[src/rtl/pulse_train_pkg.sv]
// rtl/pulse_train_pkg.sv - shared mode/state enums and config record for the pulse train generator
package pulse_train_pkg;

  // Config fields are carried at a fixed width; N-bit payloads are zero-extended into them.
  localparam int unsigned PT_FIELD_W = 32;

  typedef enum logic [1:0] {
    CONTINUOUS = 2'd0,
    ONESHOT    = 2'd1,
    BURST      = 2'd2,
    RSVD       = 2'd3
  } pt_mode_e;

  typedef enum logic {
    IDLE = 1'b0,
    RUN  = 1'b1
  } pt_state_e;

  typedef struct packed {
    pt_mode_e                mode;
    logic [PT_FIELD_W-1:0]   period;
    logic [PT_FIELD_W-1:0]   width;
    logic [PT_FIELD_W-1:0]   count;
  } pt_cfg_t;

  // Period and burst length of zero both behave as one.
  function automatic logic [PT_FIELD_W-1:0] pt_at_least_one(input logic [PT_FIELD_W-1:0] v);
    return (v == '0) ? PT_FIELD_W'(1) : v;
  endfunction

endpackage

[src/rtl/pulse_channel.sv]
// rtl/pulse_channel.sv - one pulse channel: active/shadow config, period counter and IDLE/RUN FSM; PULSE_TRAIN_BURST_EN adds the burst counter
module pulse_channel
  import pulse_train_pkg::*;
#(
  parameter int N = 8
) (
  input  logic    clk,
  input  logic    rst,
  input  logic    ena,
  input  logic    start,
  input  logic    stop,
  input  logic    cfg_wr,
  input  pt_cfg_t cfg_i,
  output logic    pending_o,
  output logic    out_o,
  output logic    done_o
);

  localparam int unsigned FW = PT_FIELD_W;

  pt_state_e     state_q, state_d;
  logic [N-1:0]  cnt_q, cnt_d;
  pt_cfg_t       active_q, active_d;
  pt_cfg_t       shadow_q, shadow_d;
  logic          pending_q, pending_d;
  logic          out_q, out_d;
  logic          done_q, done_d;
`ifdef PULSE_TRAIN_BURST_EN
  logic [N-1:0]  burst_q, burst_d;
`else
  logic          count_unused;
  assign count_unused = ^{active_q.count, shadow_q.count};
`endif

  logic [FW-1:0] cnt_ext;
  logic [FW-1:0] cnt_ext_d;
  logic [FW-1:0] last_idx;
  logic          wrap;
  logic          finish;

  // Next-state: config staging, counter advance, period-end decisions and registered outputs.
  always_comb begin
    state_d   = state_q;
    cnt_d     = cnt_q;
    active_d  = active_q;
    shadow_d  = shadow_q;
    pending_d = pending_q;
    done_d    = 1'b0;
    finish    = 1'b0;
`ifdef PULSE_TRAIN_BURST_EN
    burst_d   = burst_q;
`endif
    cnt_ext   = FW'(cnt_q);
    last_idx  = pt_at_least_one(active_q.period) - FW'(1);
    wrap      = (cnt_ext == last_idx);

    if (state_q == IDLE) begin
      // Idle channels take new config at once, so a same-edge start uses it.
      if (cfg_wr) begin
        active_d = cfg_i;
      end else if (pending_q) begin
        active_d = shadow_q;
      end
      pending_d = 1'b0;
      if (ena && start && !stop) begin
        state_d = RUN;
        cnt_d   = '0;
`ifdef PULSE_TRAIN_BURST_EN
        burst_d = '0;
`endif
      end
    end else if (ena && stop) begin
      state_d = IDLE;
      cnt_d   = '0;
      if (cfg_wr) begin
        shadow_d  = cfg_i;
        pending_d = 1'b1;
      end
    end else if (ena && wrap) begin
      // Period boundary: staged config becomes active for the next period only.
      cnt_d = '0;
      if (cfg_wr) begin
        active_d = cfg_i;
      end else if (pending_q) begin
        active_d = shadow_q;
      end
      pending_d = 1'b0;
      // Run length is judged by the config of the period that just ended.
      case (active_q.mode)
        CONTINUOUS: finish = 1'b0;
`ifdef PULSE_TRAIN_BURST_EN
        BURST:      finish = (FW'(burst_q) + FW'(1)) >= pt_at_least_one(active_q.count);
`endif
        default:    finish = 1'b1;
      endcase
      if (finish) begin
        state_d = IDLE;
        done_d  = 1'b1;
      end
`ifdef PULSE_TRAIN_BURST_EN
      else if (burst_q != '1) begin
        burst_d = burst_q + N'(1);
      end
`endif
    end else begin
      if (ena) begin
        cnt_d = cnt_q + N'(1);
      end
      if (cfg_wr) begin
        shadow_d  = cfg_i;
        pending_d = 1'b1;
      end
    end

    cnt_ext_d = FW'(cnt_d);
    out_d     = ena && (state_d == RUN) && (cnt_ext_d < active_d.width);
  end

  // State and output registers with synchronous reset.
  always_ff @(posedge clk) begin
    if (rst) begin
      state_q   <= IDLE;
      cnt_q     <= '0;
      active_q  <= '0;
      shadow_q  <= '0;
      pending_q <= 1'b0;
      out_q     <= 1'b0;
      done_q    <= 1'b0;
`ifdef PULSE_TRAIN_BURST_EN
      burst_q   <= '0;
`endif
    end else begin
      state_q   <= state_d;
      cnt_q     <= cnt_d;
      active_q  <= active_d;
      shadow_q  <= shadow_d;
      pending_q <= pending_d;
      out_q     <= out_d;
      done_q    <= done_d;
`ifdef PULSE_TRAIN_BURST_EN
      burst_q   <= burst_d;
`endif
    end
  end

  assign pending_o = pending_q;
  assign out_o     = out_q;
  assign done_o    = done_q;

endmodule

[src/rtl/pulse_train_generator.sv]
// rtl/pulse_train_generator.sv - config decode and handshake over CHANNELS pulse_channel instances; PULSE_TRAIN_BURST_EN enables burst mode
module pulse_train_generator
  import pulse_train_pkg::*;
#(
  parameter  int N        = 8,
  parameter  int CHANNELS = 4,
  localparam int CW       = (CHANNELS > 1) ? $clog2(CHANNELS) : 1
) (
  input  logic                clk,
  input  logic                rst,
  input  logic                ena,
  input  logic [CHANNELS-1:0] start,
  input  logic [CHANNELS-1:0] stop,
  input  logic                cfg_valid,
  output logic                cfg_ready,
  input  logic [CW-1:0]       cfg_chan,
  input  logic [N-1:0]        cfg_period,
  input  logic [N-1:0]        cfg_width,
  input  logic [N-1:0]        cfg_count,
  input  logic [1:0]          cfg_mode,
  output logic [CHANNELS-1:0] out,
  output logic [CHANNELS-1:0] done
);

  logic [CHANNELS-1:0]  pending;
  logic [(1<<CW)-1:0]   pending_pad;
  logic                 cfg_fire;
  pt_cfg_t              cfg_word;

`ifndef PULSE_TRAIN_BURST_EN
  logic cfg_count_unused;
  assign cfg_count_unused = ^cfg_count;
`endif

  // Handshake: unused channel numbers see a zero pending bit, so they accept and drop the payload.
  always_comb begin
    pending_pad                 = '0;
    pending_pad[CHANNELS-1:0]   = pending;
    cfg_ready                   = !pending_pad[cfg_chan];
    cfg_fire                    = cfg_valid && cfg_ready;
    cfg_word                    = '0;
    cfg_word.mode               = pt_mode_e'(cfg_mode);
    cfg_word.period             = PT_FIELD_W'(cfg_period);
    cfg_word.width              = PT_FIELD_W'(cfg_width);
`ifdef PULSE_TRAIN_BURST_EN
    cfg_word.count              = PT_FIELD_W'(cfg_count);
`endif
  end

  for (genvar i = 0; i < CHANNELS; i++) begin : g_chan
    pulse_channel #(
      .N(N)
    ) u_chan (
      .clk       (clk),
      .rst       (rst),
      .ena       (ena),
      .start     (start[i]),
      .stop      (stop[i]),
      .cfg_wr    (cfg_fire && (cfg_chan == CW'(i))),
      .cfg_i     (cfg_word),
      .pending_o (pending[i]),
      .out_o     (out[i]),
      .done_o    (done[i])
    );
  end

endmodule

[config.mk]
export PLATFORM = sky130hd
export DESIGN_NAME = pulse_train_generator
export DESIGN_NICKNAME = d
export VERILOG_FILES = /design/src/rtl/pulse_train_pkg.sv /design/src/rtl/pulse_channel.sv /design/src/rtl/pulse_train_generator.sv
export SDC_FILE = /design/constraint.sdc
export NUM_CORES = 1
export LEC_CHECK = 0
export ABC_CLOCK_PERIOD_IN_PS = 7500
export CAP_MARGIN = 20
export CORE_MARGIN = 4
export CORE_UTILIZATION = 56
export CTS_BUF_LIST = sky130_fd_sc_hd__clkbuf_4 sky130_fd_sc_hd__clkbuf_8 sky130_fd_sc_hd__clkbuf_16
export DETAILED_ROUTE_END_ITERATION = 16
export GPL_TIMING_DRIVEN = 0
export PLACE_DENSITY = 0.81
export SYNTH_ARGS = -nofsm -noshare
export SYNTH_HDL_FRONTEND = slang
export SYNTH_SLANG_ARGS = --single-unit
export TNS_END_PERCENT = 50
[constraint.sdc]
create_clock -name clk -period 7.5 [get_ports clk]
set_input_delay 1.125 -clock clk [delete_from_list [all_inputs] [get_ports clk]]
set_output_delay 1.125 -clock clk [all_outputs]
set_load 0.01 [all_outputs]
# Word-level counts from Yosys, hierarchy flattened
# Index checks and enable logic that the tools add are counted.
totals:
  reg_bits: 832
  input_bits: 40
  out_inout_bits: 9
  word_cells: 261
op_classes:
  addsub: 8
  reduce_logical: 59
  mux: 110
  n_eq_ne: 19
  n_lt_le_gt_ge: 5
  n_bitwise: 8
op_table:
  columns: ["cell", "count"]
  rows:
  - ["$mux W98", 32]
  - ["$mux W8", 20]
  - ["$eq A8 B32 Y1", 4]
  - ["$logic_not A32 Y1", 4]
  - ["$lt A8 B32 Y1", 4]
  - ["$mux W32", 4]
  - ["$sub A32 B1 Y32 const B", 4]
  - ["$mux W1", 53]
  - ["$add A8 B1 Y8 const B", 4]
  - ["$logic_and A1 B1 Y1", 29]
  - ["$ne A2 B2 Y1 const B", 8]
  - ["$reduce_and A2 Y1", 8]
  - ["$reduce_or A4 Y1", 4]
  - ["$logic_not A2 Y1", 5]
  - ["$ne A2 B1 Y1 const B", 4]
  - ["$not A1 Y1", 8]
  - ["$reduce_or A2 Y1", 4]
  - ["$logic_not A1 Y1", 5]
  - ["$eq A2 B2 Y1 const B", 2]
  - ["$lt A2 B3 Y1 const B", 1]
  - ["$bmux W1 S2", 1]
  - ["$eq A2 B1 Y1 const B", 1]

# Longest topological paths before layout
# Gate-level depths: netlist of the first run.
depth:
  word_depth: 14
  depth_mapped: 24
  depth_no_buf: 22

# Cells and area by module
# A second synthesis of the first run with hierarchy kept.
unflattened:
  cells_unflattened: 3687
  area_unflattened_um2: 29783.6
modules_own_cells:
  columns: ["module", "area_each_um2", "seq_area_each_um2", "n_inst", "cells_each"]
  rows:
  - ["pulse_channel (g_chan[0].u_chan ...)", 7210.7, 2882.8, 2, 929]
  - ["pulse_channel (g_chan[3].u_chan)", 7868.8, 2882.8, 1, 947]
  - ["pulse_channel (g_chan[2].u_chan)", 7425.9, 2882.8, 1, 874]
  - ["pulse_train_generator", 67.6, 0.0, 1, 8]

# Worst setup path before layout of the first run
# Ideal clock, no wire load.
synth_path:
  path_type: "reg-to-reg"
  start: "register g_chan[1].u_chan.active_q[90] (netlist name)"
  end: "register g_chan[1].u_chan.out_q"
  arrival_ns: 4.928
  stages_incl_launch_ff: 23
  path_buffers: 1
  setup_time_ns: 0.060
  period_less_slack_ns: 4.987
  required_ns: 7.440
  setup_slack_ns: 2.513
  path_cell_list: "dfxtp_1 or4_4 or4_4 o31ai_1 inv_1 ha_1 and2_1 o21ai_0 o31ai_1 a211o_1 nor4_1 nand4_2 o31ai_4 and2_1 buf_2 o21ai_0 ha_1 a21oi_1 nor2b_1 o21ai_0 nand4b_1 nor4b_1 o311a_1"
synth_via:
  elab_chain_len: 10
  elab_cells_between_ends: 17
  classes_between: "1 x add/sub; 1 x order compare; 1 x eq/ne; 10 x mux; 4 x reduce/logical"
synth_lines:
  columns: ["item", "line", "source"]
  rows:
  - ["start, declared", "pulse_channel.sv:23", "pt_cfg_t active_q, active_d;"]
  - ["start signal, assigned", "pulse_channel.sv:135", "active_q <= active_d;"]
  - ["$logic_not A32 Y1", "pulse_train_pkg.sv:28", "return (v == '0) ? PT_FIELD_W'(1) : v;"]
  - ["$mux W32 (*)", "pulse_train_pkg.sv:28", null]
  - ["$sub A32 B1 Y32 (*)", "pulse_channel.sv:54", "last_idx = pt_at_least_one(active_q.period) - FW'(1);"]
  - ["$eq A8 B32 Y1 (*)", "pulse_channel.sv:55", "wrap = (cnt_ext == last_idx);"]
  - ["$logic_and A1 B1 Y1 (*)", "pulse_channel.sv:79", "end else if (ena && wrap) begin"]
  - ["$mux W8, or another cell as far along", "pulse_channel.sv:79", null]
  - ["$mux W8, or another cell as far along", "pulse_channel.sv:72", "end else if (ena && stop) begin"]
  - ["$mux W8, or another cell as far along", "pulse_channel.sv:57", "if (state_q == IDLE) begin"]
  - ["$lt A8 B32 Y1 or $logic_and A1 B1 Y1 (tied branches)", "pulse_channel.sv:116", "out_d = ena && (state_d == RUN) && (cnt_ext_d < active_d.width);"]
  - ["$logic_and A1 B1 Y1 (*)", "pulse_channel.sv:116", null]
  - ["end signal, assigned", "pulse_channel.sv:138", "out_q <= out_d;"]
  - ["end, declared", "pulse_channel.sv:26", "logic out_q, out_d;"]
# Mark *: on every way between the ends. The rest lies on a longest branch, timed or not. The select of a mux whose other input is x is not followed.
# A chain may end at the register's enable or synchronous reset.

# Final worst setup path of the first run
layout_path:
  start: "register g_chan[1].u_chan.active_q[70] (netlist name)"
  end: "register g_chan[1].u_chan.out_q"
# The elaborated chain is that of the path after synthesis.

==> results.json, run 1 <==
{
  "clkTransAtPathRegs_ns": 0.06,
  "grt_util_all_layers_pct": 25.4,
  "synth.most_common_cell": "dfxtp_1",
  "multi_input_area_um2": 8750,
  "power_w": 0.00458,
  "antenna_found_initial": 0,
  "drv_slew": 0,
  "tns_ns": 0,
  "grt_pass1_vias": 14300,
  "crit_buf_inv": 3,
  "ys_seq_elements": 384,
  "core_um2": 30000,
  "fin_util_pct": 64.1,
  "rsz0062_at_grt": "no",
  "setup-violations-final": 0,
  "detail-route-antenna-nets": 0,
  "initial_core_util_pct": 57.3,
  "clockRootBuffer": "clkbuf_16",
  "crit_required_ns": 7.98,
  "worstSetupStartpointType": "flip-flop",
  "cts_resized": 0,
  "cts_tree": "built",
  "synth_ff_type": "dfxtp_1",
  "detailedRoute.firstIterationViolations": 1248,
  "die_x_um": 183,
  "hold_path.class": "flip-flop to flip-flop",
  "final_hold_viol_count": 0,
  "layout_setup_ws_ns": 1.18,
  "criticalPathCategory": "flip-flop to flip-flop",
  "ctsHoldBuffers": 0,
  "htree_num_levels": 2,
  "power_density_nw_per_um2": 238,
  "syn_area_um2": 17200,
  "grt_max_degree": 15,
  "period_needed_ns": 6.32,
  "placement.io_buffers": 21,
  "clock_skew_ns": 0.0158,
  "dp_slack_ns": 1.22,
  "nFillCells": 2477,
  "cts_setup_buffers": 0,
  "critical-path-top-delay-family": "simple AND/OR/NAND/NOR gates",
  "peakVddDrop_mv": 0.185,
  "ioPinCount": 49,
  "synthTopCellsByArea": "dfxtp_1 45%, and2_1 7.1%, mux2i_1 4.0%, nor2_1 4.0%, o22ai_1 2.7%",
  "yosysWarnings": 0,
  "crit_top_cell": "o21ai_0",
  "final_nets": 2058,
  "synth-edff-count": 0,
  "intPower_w": 0.00346,
  "leakagePower_nw": 7.69,
  "fp.dieH_um": 183,
  "wire_per_inst_um": 18.0,
  "switching_share_pct": 24.5,
  "status": "finished clean",
  "clock_latency_ns": 0.54,
  "syn_avg_cell_area_um2": 8.94,
  "wl_mm": 43.2,
  "max_freq_mhz": 158,
  "gr-total-overflow": 0,
  "crit_arrival_ns": 6.80,
  "maxCapViolCount": 0,
  "synth_nets": 1996,
  "cts.sinks": 384,
  "dp_hpwl_mm": 30.6,
  "cts_buffers": 39,
  "seq_area_um2": 7690,
  "seqPwrFrac_pct": 45.7,
  "synth_top_area_share_pct": 44.8,
  "slowest_delay_ns": 0.70,
  "p_switching_w": 0.00112,
  "timing.final.crit_share_pct": 84.2,
  "synthArstFlopShare_pct": 0,
  "critPathCaptureType": "flip-flop",
  "power.share.clock_pct": 43.6,
  "dr.pass1.iters": 6,
  "gp_congestion": 0.938,
  "ys_types": 86,
  "cts_buffer_depth": 3,
  "comb_power_share_pct": 10.7,
  "num_vias": 14700,
  "synth_top_cell_by_area": "dfxtp_1",
  "worst_pin_slew_ns": 0.958,
  "path_cells": "clkbuf_1 -> nor4_1 -> nand4_1 -> o31ai_1 -> inv_1 -> ha_1 -> and2_1 -> o21ai_0 -> o31ai_1 -> a211o_1 -> nor4_1 -> nand4_2 -> o31ai_4 -> and2_1 -> buf_2 -> o21ai_0 -> ha_1 -> a21oi_1 -> nor2b_1 -> o21ai_0 -> nand4b_1 -> nor4b_1 -> o311a_1",
  "grt_first_pass_wirelength_mm": 71.2,
  "num_rows": 63,
  "drive_gt1_share_pct": 6.72,
  "synthCells": 1920,
  "via_per_inst": 6.13,
  "cp_max_fo": 10,
  "slew_headroom_pct": 36.1,
  "synthToLayoutAreaGrowth_pct": 11.9,
  "die-area_um2": 33500,
  "drc": 0,
  "netlist_top_cells_count": "384 x dfxtp_1, 194 x and2_1, 181 x nor2_1",
  "antenna_cells": 0,
  "ys_seq_area_share_pct": 44.8,
  "cpMaxStageDelayCell": "nor4_1"
}
==> cell usage in the layout, fill, tap and decap left out, drive strengths merged, types with 17 or more instances in the layout <==
| cell | instances |
|---|---|
| dfxtp | 384 |
| mux2i | 69 |
| nor2 | 183 |
| o22ai | 75 |
| inv | 34 |
| nand2b | 17 |
| or4 | 20 |
| clkdlybuf4s50 | 21 |
| and2 | 194 |
| or3 | 19 |
| xor2 | 24 |
| xnor2 | 25 |
| nand3 | 36 |
| a211oi | 42 |
| nor4 | 61 |
| nor3 | 49 |
| nor2b | 36 |
| o21ai | 88 |
| ha | 36 |
| buf | 34 |
| a21oi | 71 |
| nand4 | 24 |
| clkbuf | 144 |
| nand2 | 94 |
==> through the flow <==
stage	hold slack [ns]	instance area, um2	std cells
floorplan	0.430	17200	1920
global placement	0.442	17900	2331
detailed placement	0.444	17900	2331
CTS	0.462	19200	2399
global route	0.474	19200	2399
finish	0.456	19200	2399
==> layout make-up <==
cell class                 count  area share [%]
tap                          390            2.54
clock inverter                17            1.08
sequential                   384            40.0
multi-input combinational   1373            45.6
clock buffer                  51            5.90
inverter                      36           0.704
buffer                       127            3.08
timing repair buffer          21            1.09
==> kinds of logic (layout without fill, tap and decap cells) <==
| kind of cell | count (synthesis) | count (layout) | synth area share (%) |
|---|---|---|---|
| buffers and inverters | 163 | 252 | 4.24 |
| AO/OA/AOI/OAI | 409 | 409 | 15.8 |
| XOR/XNOR | 49 | 49 | 2.50 |
| flip-flops | 384 | 384 | 44.8 |
| adder cells (fa/ha/maj) | 36 | 36 | 2.62 |
| multiplexers | 72 | 72 | 4.22 |
| AND/OR/NAND/NOR | 807 | 807 | 25.8 |
==> per-layer routing <==
layer / GRT usage (%) / vias to the layer above / share of wire (%)
met4: 7.96 / 0 / 3.0
met3: 4.44 / 90 / 7.7
met5: 0 / - / 0
met1: 34.8 / 6977 / 44
met2: 41.0 / 570 / 45
li1: - / 7065 / -
==> flip-flops by register name, indices dropped and copies added, names as in the netlist <==
register	flops
g_chan.u_chan.cnt_q	32
g_chan.u_chan.done_o	4
g_chan.u_chan.shadow_q	72
g_chan.u_chan.out_o	4
g_chan.u_chan.active_q	264
g_chan.u_chan.state_q	4
g_chan.u_chan.pending_o	4
==> power by group through the flow <==
| stage | Combinational [W] | Sequential (W) | Clock [W] |
|---|---|---|---|
| 3_3_place_gp | 0.000464 | 0.00213 | 0 |
| 6_report | 0.000490 | 0.00209 | 0.00200 |
| 5_1_grt | 0.000537 | 0.00209 | 0.00212 |
| 2_1_floorplan | 0.000352 | 0.00213 | 0 |
| 4_1_cts | 0.000481 | 0.00209 | 0.00203 |
| 3_5_place_dp | 0.000475 | 0.00214 | 0 |
==> worst paths after layout <==
path	startpoint	to	slack, ns	cells past startpoint
setup / recovery	g_chan[1].u_chan.active_q[70]	g_chan[1].u_chan.out_o	1.18	23
hold / removal	g_chan[0].u_chan.active_q[41]	g_chan[0].u_chan.active_q[41]	0.46	1
setup reg to reg	g_chan[1].u_chan.active_q[70]	g_chan[1].u_chan.out_o	1.18	23
hold reg to reg	g_chan[0].u_chan.active_q[41]	g_chan[0].u_chan.active_q[41]	0.46	1
Power figures use the tool's default switching activity.
==> run 2: changes to the inputs <==
--- a/config.mk
+++ b/config.mk
@@ -5,7 +5,7 @@
 export SDC_FILE = /design/constraint.sdc
 export NUM_CORES = 1
 export LEC_CHECK = 0
-export ABC_CLOCK_PERIOD_IN_PS = 7500
+export ABC_CLOCK_PERIOD_IN_PS = 6190
 export CAP_MARGIN = 20
 export CORE_MARGIN = 4
 export CORE_UTILIZATION = 56
==> constraint.sdc (replaced) <==
create_clock -name clk -period 6.19 [get_ports clk]
set_input_delay 0.9285 -clock clk [delete_from_list [all_inputs] [get_ports clk]]
set_output_delay 0.9285 -clock clk [all_outputs]
set_load 0.01 [all_outputs]
==> run 2 against run 1 <==
Net effect: non-clock buffer count increased by 2; largest cell class unchanged; power increased by 21%; highest routed layer unchanged; sequential share of layout area decreased by 0.14 points; first-iteration DRC count decreased by 1.4%.
==> results.json, run 2 (synthesis gave the netlist of run 1 again) <==
{
  "final_hold_viol_count": 0,
  "cts_buffer_depth": 3,
  "synthToLayoutAreaGrowth_pct": 12.3,
  "tns_ns": 0,
  "drc": 0,
  "die_x_um": 183,
  "reg2reg_depth": 22,
  "ctsHoldBuffers": 0,
  "worst_pin_slew_ns": 1.02,
  "initial_core_util_pct": 57.3,
  "placement.io_buffers": 21,
  "die-area_um2": 33500,
  "clockRootBuffer": "clkbuf_16",
  "grt_max_degree": 15,
  "r2r_end": "g_chan[1].u_chan.out_o",
  "nFillCells": 2472,
  "final_area_um2": 19300,
  "p_switching_w": 0.00137,
  "place_inst": 2331,
  "clkTransAtPathRegs_ns": 0.06,
  "via_per_inst": 6.14,
  "antenna_found_initial": 0,
  "slew_headroom_pct": 32.3,
  "drv_slew": 0,
  "grt_first_pass_wirelength_mm": 71.2,
  "wire_per_inst_um": 18.0,
  "htree_num_levels": 2,
  "dp_hpwl_mm": 30.6,
  "seqPwrFrac_pct": 45.6,
  "holdPathStages": 1,
  "antenna_cells": 0,
  "dpl_cell_area_um2": 17900,
  "clock_latency_ns": 0.54,
  "final_common_cell": "dfxtp_1",
  "detailedRoute.firstIterationViolations": 1231,
  "num_rows": 63,
  "gr-total-overflow": 0,
  "peakVddDrop_mv": 0.224,
  "critPathCaptureType": "flip-flop",
  "timing.final.crit_share_pct": 94.0,
  "hold_path.class": "flip-flop to flip-flop",
  "criticalPathCategory": "flip-flop to flip-flop",
  "dp_slack_ns": -0.0852,
  "period_needed_ns": 5.82,
  "num_vias": 14700,
  "fin_util_pct": 64.3,
  "cts.sinks": 384,
  "clock_skew_ns": 0.0139,
  "power_density_nw_per_um2": 288,
  "gp_congestion": 0.938,
  "final_nets": 2060,
  "leakagePower_nw": 7.72,
  "cts_tree": "built",
  "layout_setup_ws_ns": 0.369,
  "intPower_w": 0.00419,
  "r2r-start": "g_chan[1].u_chan.active_q[90]",
  "final_cells": 2401,
  "status": "finished clean",
  "detail-route-antenna-nets": 0,
  "ioPinCount": 49,
  "max_freq_mhz": 172,
  "comb_power_share_pct": 10.8,
  "power.share.clock_pct": 43.6,
  "min-delay-start": "g_chan[0].u_chan.active_q[41]",
  "crit_arrival_ns": 6.30,
  "crit_required_ns": 6.67,
  "rsz0062_at_grt": "yes",
  "dr.pass1.iters": 7,
  "fp.dieH_um": 183,
  "setup-violations-final": 0,
  "core_um2": 30000,
  "worstSetupStartpointType": "flip-flop",
  "wl_mm": 43.3,
  "largestRegisters": "g_chan.u_chan.active_q x264, g_chan.u_chan.shadow_q x72, g_chan.u_chan.cnt_q x32",
  "cp_max_fo": 10,
  "r2r_setup_slack_ns": 0.37,
  "cts_buffers": 39,
  "drive_gt1_share_pct": 7.16,
  "switching_share_pct": 24.6,
  "grt_pass1_vias": 14200,
  "regMostFlops": "g_chan.u_chan.active_q",
  "largest_register_ffs": 264,
  "final_cell_mix": "384 x dfxtp_1, 193 x and2_1, 181 x nor2_1, 94 x nand2_1, 93 x clkbuf_1",
  "hold_end": "g_chan[0].u_chan.active_q[41]",
  "maxCapViolCount": 0,
  "grt_util_all_layers_pct": 25.3
}
## run 2: cell count changes in the layout (fill, tap and decap cells not counted), sizes merged
| cell | change |
|---|---|
| buf | +2 |
## run 2: power by group through the flow
stage / Clock [W] / Combinational, W / Sequential [W]
after floorplan: 0 / 0.000426 / 0.00258
after global placement: 0 / 0.000562 / 0.00259
after detailed placement: 0 / 0.000575 / 0.00259
after CTS: 0.00246 / 0.000584 / 0.00253
after global routing: 0.00257 / 0.000657 / 0.00254
final: 0.00242 / 0.000600 / 0.00253
## run 2: how the worst max path moves through the flow
stage	endpoint	cells after the start	start	slack (ns)
floorplan	g_chan[1].u_chan.out_o	22	g_chan[1].u_chan.active_q[90]	1.20
global placement	g_chan[1].u_chan.out_o	23	g_chan[1].u_chan.active_q[70]	0.13
detailed placement	g_chan[1].u_chan.out_o	22	g_chan[1].u_chan.active_q[66]	-0.09
CTS	g_chan[1].u_chan.out_o	22	g_chan[1].u_chan.active_q[90]	0.09
global route	g_chan[3].u_chan.out_o	24	g_chan[3].u_chan.active_q[64]	-0.05
finish	g_chan[1].u_chan.out_o	22	g_chan[1].u_chan.active_q[90]	0.37
## run 2: final cells by class
| cell class | instances | area (um2) | share of cell area, % |
|---|---|---|---|
| clock inverters | 17 | 206 | 1.07 |
| clock buffers | 51 | 1130 | 5.88 |
| well taps | 390 | 488 | 2.53 |
| inverters | 36 | 135 | 0.701 |
| repair buffers | 23 | 225 | 1.17 |
| plain buffers | 127 | 592 | 3.07 |
| flip-flops and latches | 384 | 7690 | 39.9 |
| multi-input cells | 1373 | 8800 | 45.7 |
## run 2: timing repair
action                     CTS  global route
setup endpoints to repair    1             3
setup buffers                0             2
gates resized for setup      2             7
pin swaps                    0             3
## run 2: per-layer routing
layer / up-vias / GRT usage, % / part of all wire [%]
li1: 7077 / - / -
met1: 7001 / 34.9 / 44
met2: 571 / 41.2 / 46
met3: 82 / 4.38 / 7.6
met4: 0 / 7.54 / 2.6
met5: - / 0 / 0
## run 2: critical path, stage by stage (launching register included)
cell and delay [ns]:
dfxtp_1 0.37, or4_4 0.57, or4_4 0.47, o31ai_2 0.30
inv_1 0.07, ha_1 0.28, and2_1 0.19, o21ai_0 0.20
o31ai_1 0.10, a211o_1 0.32, nor4_2 0.24, nand4_2 0.25
o31ai_4 0.35, and2_2 0.27, buf_2 0.22, o21ai_0 0.15
ha_1 0.34, a21oi_1 0.15, nor2b_1 0.06, o21ai_0 0.21
nand4b_1 0.14, nor4b_1 0.30, o311a_1 0.21
## run 2: per-stage QoR
| stage | hold WS (ns) | power [W] |
|---|---|---|
| after floorplan | 0.430 | 0.00301 |
| after global placement | 0.442 | 0.00315 |
| after detailed placement | 0.444 | 0.00316 |
| after CTS | 0.462 | 0.00557 |
| after global routing | 0.474 | 0.00577 |
| final | 0.456 | 0.00556 |
